## src/rtl/pe_result_drain.sv

```systemverilog
// rtl/pe_result_drain.sv - captures final PE result vectors and serialises them lane by lane
module pe_result_drain #(
    parameter int REG_WIDTH = 16,
    parameter int VECTOR    = 6,
    parameter int DEPTH     = 4
) (
    input  logic                         clk,
    input  logic                         rst,
    input  logic                         in_valid,
    input  logic                         in_last,
    input  logic [REG_WIDTH-1:0]         c_in [VECTOR],
    output logic                         full,
    output logic                         overflow,
    input  logic                         clr_ovf,
    output logic [$clog2(DEPTH):0]       vec_count,
    output logic                         out_valid,
    input  logic                         out_ready,
    output logic [REG_WIDTH-1:0]         out_data,
    output logic [$clog2(VECTOR)-1:0]    out_lane,
    output logic                         out_last
);

    localparam int PW = $clog2(DEPTH);
    localparam int LW = $clog2(VECTOR);
    localparam int CW = PW + 1;

    typedef enum logic {S_EMPTY, S_SEND} state_t;

    state_t               state, state_nxt;
    logic [REG_WIDTH-1:0] mem [DEPTH][VECTOR];
    logic [PW-1:0]        wr_ptr, rd_ptr;
    logic [LW-1:0]        lane;
    logic                 capture, accept, drop, xfer, lane_end, release_vec;

    // A capture into a full buffer survives only if the head vector leaves on the same edge,
    // because that frees exactly the slot wr_ptr points at.
    assign capture     = in_valid & in_last;
    assign xfer        = out_valid & out_ready;
    assign lane_end    = (lane == LW'(VECTOR - 1));
    assign release_vec = xfer & lane_end;
    assign full        = (vec_count == CW'(DEPTH));
    assign accept      = capture & (~full | release_vec);
    assign drop        = capture & full & ~release_vec;

    assign out_data = out_valid ? mem[rd_ptr][lane] : '0;
    assign out_lane = lane;
    assign out_last = out_valid & lane_end;

    // Result storage: whole vector written unmodified on an accepted capture.
    always_ff @(posedge clk) begin
        if (accept) begin
            for (int i = 0; i < VECTOR; i++) begin
                mem[wr_ptr][i] <= c_in[i];
            end
        end
    end

    // Pointers, occupancy and serialiser lane position.
    always_ff @(posedge clk) begin
        if (rst) begin
            wr_ptr    <= '0;
            rd_ptr    <= '0;
            lane      <= '0;
            vec_count <= '0;
        end else begin
            if (accept) begin
                wr_ptr <= wr_ptr + 1'b1;
            end
            if (xfer) begin
                lane <= lane_end ? '0 : lane + 1'b1;
            end
            if (release_vec) begin
                rd_ptr <= rd_ptr + 1'b1;
            end
            case ({accept, release_vec})
                2'b10:   vec_count <= vec_count + 1'b1;
                2'b01:   vec_count <= vec_count - 1'b1;
                default: vec_count <= vec_count;
            endcase
        end
    end

    // Sticky drop flag; a drop on the clearing edge keeps it set.
    always_ff @(posedge clk) begin
        if (rst) begin
            overflow <= 1'b0;
        end else if (drop) begin
            overflow <= 1'b1;
        end else if (clr_ovf) begin
            overflow <= 1'b0;
        end
    end

    // Serialiser state register.
    always_ff @(posedge clk) begin
        if (rst) begin
            state <= S_EMPTY;
        end else begin
            state <= state_nxt;
        end
    end

    // Serialiser next state: leave S_SEND only when the last buffered vector drains with no refill.
    always_comb begin
        state_nxt = state;
        out_valid = 1'b0;
        case (state)
            S_EMPTY: begin
                if (accept) begin
                    state_nxt = S_SEND;
                end
            end
            S_SEND: begin
                out_valid = 1'b1;
                if (release_vec && vec_count == CW'(1) && !accept) begin
                    state_nxt = S_EMPTY;
                end
            end
            default: state_nxt = S_EMPTY;
        endcase
    end

endmodule
```

## config.mk

```make
export PLATFORM = sky130hd
export DESIGN_NAME = pe_result_drain
export DESIGN_NICKNAME = d
export VERILOG_FILES = /design/src/rtl/pe_result_drain.sv
export SDC_FILE = /design/constraint.sdc
export NUM_CORES = 1
export LEC_CHECK = 0
export CAP_MARGIN = 20
export CORE_ASPECT_RATIO = 1.4
export CORE_MARGIN = 10
export CORE_UTILIZATION = 25
export DETAILED_ROUTE_END_ITERATION = 10
export GPL_TIMING_DRIVEN = 0
export HOLD_SLACK_MARGIN = 0.05
export PLACE_DENSITY_LB_ADDON = 0.12
export SKIP_LAST_GASP = 1
export SLEW_MARGIN = 40
export SYNTH_ARGS = -nofsm -noshare
export SYNTH_HDL_FRONTEND = slang
export SYNTH_SLANG_ARGS = --single-unit
```

## constraint.sdc

```tcl
create_clock -name clk -period 6.3 [get_ports clk]
set_input_delay 0.63 -clock clk [delete_from_list [all_inputs] [get_ports clk]]
set_output_delay 0.63 -clock clk [all_outputs]
set_load 0.02 [all_outputs]
```

### After elaboration in Yosys (flattened, before gate mapping)

Memories as Yosys holds them, arrays and structs flattened. A register that Yosys moved wholly into a read port is not among the register bits.
Index checks and enable logic that the tools add are counted.

| cells by class | value |
|---|---|
| $mul | 0 |
| bitwise gates (word level) | 12 |
| $lt $le $gt $ge | 1 |
| shift-type cells | 0 |
| multiplexer cells | 15 |
| add/subtract/negate cells | 5 |
| equal/unequal tests | 5 |
| div/mod/pow operators | 0 |
| reduce and logical (&&, ||, !) cells | 5 |

Operators by type and width:

| operator | number |
|---|---|
| 16-bit binary-select mux with 3-bit select | 1 |
| 16-bit 2-to-1 mux | 3 |
| 1-bit AND | 7 |
| 3-bit by 1-bit adder with 3-bit output (second input constant) | 2 |
| 3-bit equality test (second input constant) | 2 |
| 1-bit 2-to-1 mux | 6 |
| 3-bit case mux with 2 select lines | 1 |
| 2-bit by 1-bit adder with 2-bit output (second input constant) | 2 |
| 4-bit >= comparator (second input constant) | 1 |
| 2-bit 2-to-1 mux | 2 |
| 3-bit NOT with 4-bit output | 1 |
| 2-bit nonzero test | 2 |
| 3-bit by 1-bit equality test with 1-bit output (second input constant) | 1 |
| 3-bit 2-to-1 mux | 1 |
| 1-bit NOT | 3 |
| 3-bit by 1-bit subtractor with 3-bit output (second input constant) | 1 |
| 2-bit by 1-bit equality test with 1-bit output (second input constant) | 1 |
| 2-bit equality test (second input constant) | 1 |
| 1-bit logical AND | 2 |
| 1-bit case mux with 2 select lines | 1 |
| 1-bit zero test | 1 |
| 1-bit OR | 1 |

| word-level totals | value |
|---|---|
| RAM bits | 384 |
| latch bits | 0 |
| logic and storage cells | 50 |
| bits in read-only memories | 0 |
| input port bits | 102 |
| memories | 1 |
| bits in registers | 12 |

Memories:

| name | depth | bits a word | read ports | clocked after memory_dff | write ports | RTL line | text |
|---|---|---|---|---|---|---|---|
| mem | 4 | 96 | 1 | 1 | 1 | 30 | `logic [REG_WIDTH-1:0] mem [DEPTH][VECTOR];` |

### Logic depth before layout (Yosys ltp)

| depth | value |
|---|---|
| word-level depth | 9 |
| gate-level depth with buffers | 9 |
| depth with buffers taken out | 9 |

### Worst setup path after synthesis

Ideal clock, no wire load.

| timing | value |
|---|---|
| path type | reg2reg |
| start point | register vec_count[0] |
| end point | memory mem[0][0] (netlist bit), enable pin |
| arrival | 3.561 ns |
| setup slack | 2.274 ns |
| cell stages (with the launch flop) | 6 |
| setup time | 0.466 ns |
| clock period less this slack | 4.026 ns |
| cell sequence | dfxtp_1 inv_1 ha_1 and2_1 a21bo_2 and3_1 |

| between the ends | value |
|---|---|
| longest elaborated chain between the ends | 6 |

RTL lines:

| what | RTL line | text |
|---|---|---|
| start, declared | 15 | `output logic [$clog2(DEPTH):0] vec_count,` |
| start signal, assigned | 76 | `2'b10: vec_count <= vec_count + 1'b1;` |
| start signal, assigned | 77 | `2'b01: vec_count <= vec_count - 1'b1;` |
| start signal, assigned | 78 | `default: vec_count <= vec_count;` |
| 3-bit equality test | 41 | `assign full = (vec_count == CW'(DEPTH));` |
| net full | 12 | `output logic full,` |
| 1-bit NOT | 42 | `assign accept = capture & (~full \| release_vec);` |
| 1-bit OR | 42 |  |
| 1-bit AND | 42 |  |
| 1-bit 2-to-1 mux | 51 | `if (accept) begin` |
| 1-bit 2-to-1 mux (implied by the code) | 53 | `mem[wr_ptr][i] <= c_in[i];` |
| end, declared | 30 |  |

The timed path passes the listed nets, and every way through them passes these cells.

==> metrics <==
peak supply drop=between 0.1 and 0.15 mV; routed len/inst=between 20 and 25 um; Detail Route Antenna Nets=0; worst reg2reg setup slack=roughly 3800 ps; Peak Freq=243 MHz; cell taking the most area after synthesis=edfxtp_1; most common library cells after synthesis=edfxtp_1 (384), mux2i_1 (145), a22oi_1 (32), mux4_2 (32), o22ai_1 (31); slew margin rel.=53.3%; row count=107; CTS tree=built; Buffers on Ports=127; vias per std cell=4.32; clock slew at reported path FFs=around 60 ps; DRC viols=0; Worst Clk Skew=17.0 ps; CTS resizes=0; Worst EP required=5670 ps; final core utilization=31.9%; largest net degree at the start of global routing=33; Syn. warnings=0; core area=between 60000 and 70000 um2; vias in the first global route=8435; first-pass GRT wire length=61900 um; Num CTS Buffers=42; die area=72400 um2; register area=11800 um2; CP max stage delay=600 ps; crit-path cells=buf_2 -> buf_2 -> buf_2 -> mux2i_1 -> o22ai_1 -> o21ai_1 -> o221ai_1 -> clkdlybuf4s50_1; Post CTS Setup Buffer Count=0; post-synthesis sequential area ratio=about 76%; Yosys reg bits=398; Antenna Cells=0; PD cells=293 nW/um2; aggregate global-route resource usage=a little under an eighth; period utilisation layout=65.4%; asr flop ratio synth=0%; Most used DFF post-synth=edfxtp_1; initial drt markers=between 500 and 600; post-synthesis xor/xnor area fraction=0.283%; Crit. End Element=primary output; top-level I/O count=128; Fillers=roughly 6000; 1st-pass router iterations=4; WP data arrival=around 3500 ps; static leakage power=~5.9 nW; post-synthesis share of cell area spent on and, or, nand and nor gates=1.99%; most common cell in the netlist=edfxtp_1; vias post-DR=7973; share of the synthesized area in the top cell type=between 70% and 80%; syn avg cell area=19.1 um2; total grt overflow=0; Critical Path Fanout Max=10; Clock Latency Late Sink=between 500 and 600 ps; max-slew violation count=0; Layout area overhead=25.8%; final hold violations=0; TritonCTS sink count=398; initial antenna violation count=10; Layout Nets=1105; Cells after Synth=809; synth top area cells=edfxtp_1 (75%), mux2i_1 (9.4%), mux4_2 (4.7%), dfxtp_1 (1.8%), a22oi_1 (1.6%); drt total wl=43600 um; share of layout cells above drive strength 1=around 15%; EDFF count, synth=384; Tmin final=slightly above 4000 ps; endpoints failing setup=0; CP delay by family, top=buffers and inverters; worst hold-check path type=flip-flop to flip-flop; Max Buffers Root-to-Sink=3; hpwl dp=30000 um; Synth Area in Adders=0.728%; hold buffers post-CTS=0; MaxCap Viol Count=0; clk root buf=clkbuf_16; RSZ-0062 raised after global routing=no; Crit Path Category=flip-flop to primary output; Starting Density=25.3%; die width=230 um; Least-Margin Pin Slew=between 700 and 800 ps; Critical-path top delay cell=clkdlybuf4s50_1; multi-input logic area=3400 um2; Worst path most repeated cell=buf_2; Post-DP Area=18100 um2; GP Congestion=0.679; status=finished, final reports clean; worst path bufs/invs=4; post-synthesis compound-gate area fraction=just under 5%; fin area=19500 um2; H-tree levels=2; Die Height=314 um; multiplexer share of the synthesized area=14.0%; library cells used by synthesis=41; Post-Syn Nets=920; main combinational cell family by area after synthesis=multiplexers; CP startpoint kind=flip-flop; synthesized cell area=approximately 15000 um2; setup TNS=0 ps
cell families (layout without fill, tap and decap cells):
family	Yosys count	after routing
xor gates and xnor gates	5	5
adders and majority gates	9	9
and+or+nand+nor	56	56
buffers and inverters	54	273
muxes	177	177
DFF	398	398
AOI/OAI and AO/OA	110	110
flip-flops by register name, summed over array words and instances, names as in the netlist, named ones only:
signal     flops
rd_ptr         2
state          1
out_lane       3
mem          384
vec_count      3
wr_ptr         2
overflow       1
tightest hold or removal path: stages (launching register included):
cell and delay (ps):
dfxtp_1 330, o21ai_0 80, a21oi_1 60
area by class of cell:
type / instances / area share, %
Sequential cell: 398 / 60.7
Clock buffer: 54 / 5.96
Clock inverter: 24 / 1.18
Inverter: 5 / 0.0964
Timing Repair Buffer: 141 / 7.97
Tap cell: 817 / 5.25
Multi-Input combinational cell: 357 / 17.5
Buffer: 49 / 1.36
path summary, 6_finish.rpt:
kind	from	to	depth (start not counted)
worst max-delay path	flip-flop	out_data[9]	8
worst min-delay path	vec_count[2]	vec_count[2]	2
worst max register to register	vec_count[0]	mem[1][61]	8
worst min register to register	vec_count[2]	vec_count[2]	2
cells in the final DEF, fill, tap and decap left out, types with 19 or more instances in the layout:
cell,instances
o22ai_1,31
clkdlybuf4s50_1,127
clkbuf_1,20
buf_2,26
edfxtp_1,384
a22oi_1,32
clkbuf_16,45
nand2_1,19
mux4_2,32
mux2i_1,145
per-stage QoR:
stage               worst slack, ps  cells  hold WS [ps]  power [W]
global placement               -785   1753           504    0.00326
detailed placement             2580   1767           509    0.00327
global route                   1950   1845           570    0.00591
finish                         2180   1845           512    0.00571
CTS                            1980   1845           518    0.00580
floorplan                      2270    809           484    0.00310
routing by layer:
metal,GRT usage [%],vias up,part of all wire [%]
met4,3.32,18,2.1
met1,14.0,4052,41
met3,2.60,70,4.8
met2,21.0,165,52
li1,-,3668,-
met5,0,-,0.22
where the power goes:
part | switching (W) | total (W) | internal [W]
clock | 0.00101 | 0.00251 | 0.00150
sequential | 0.0000122 | 0.00297 | 0.00296
combinational | 0.000127 | 0.000235 | 0.000108
(Power assumes the default switching activity.)
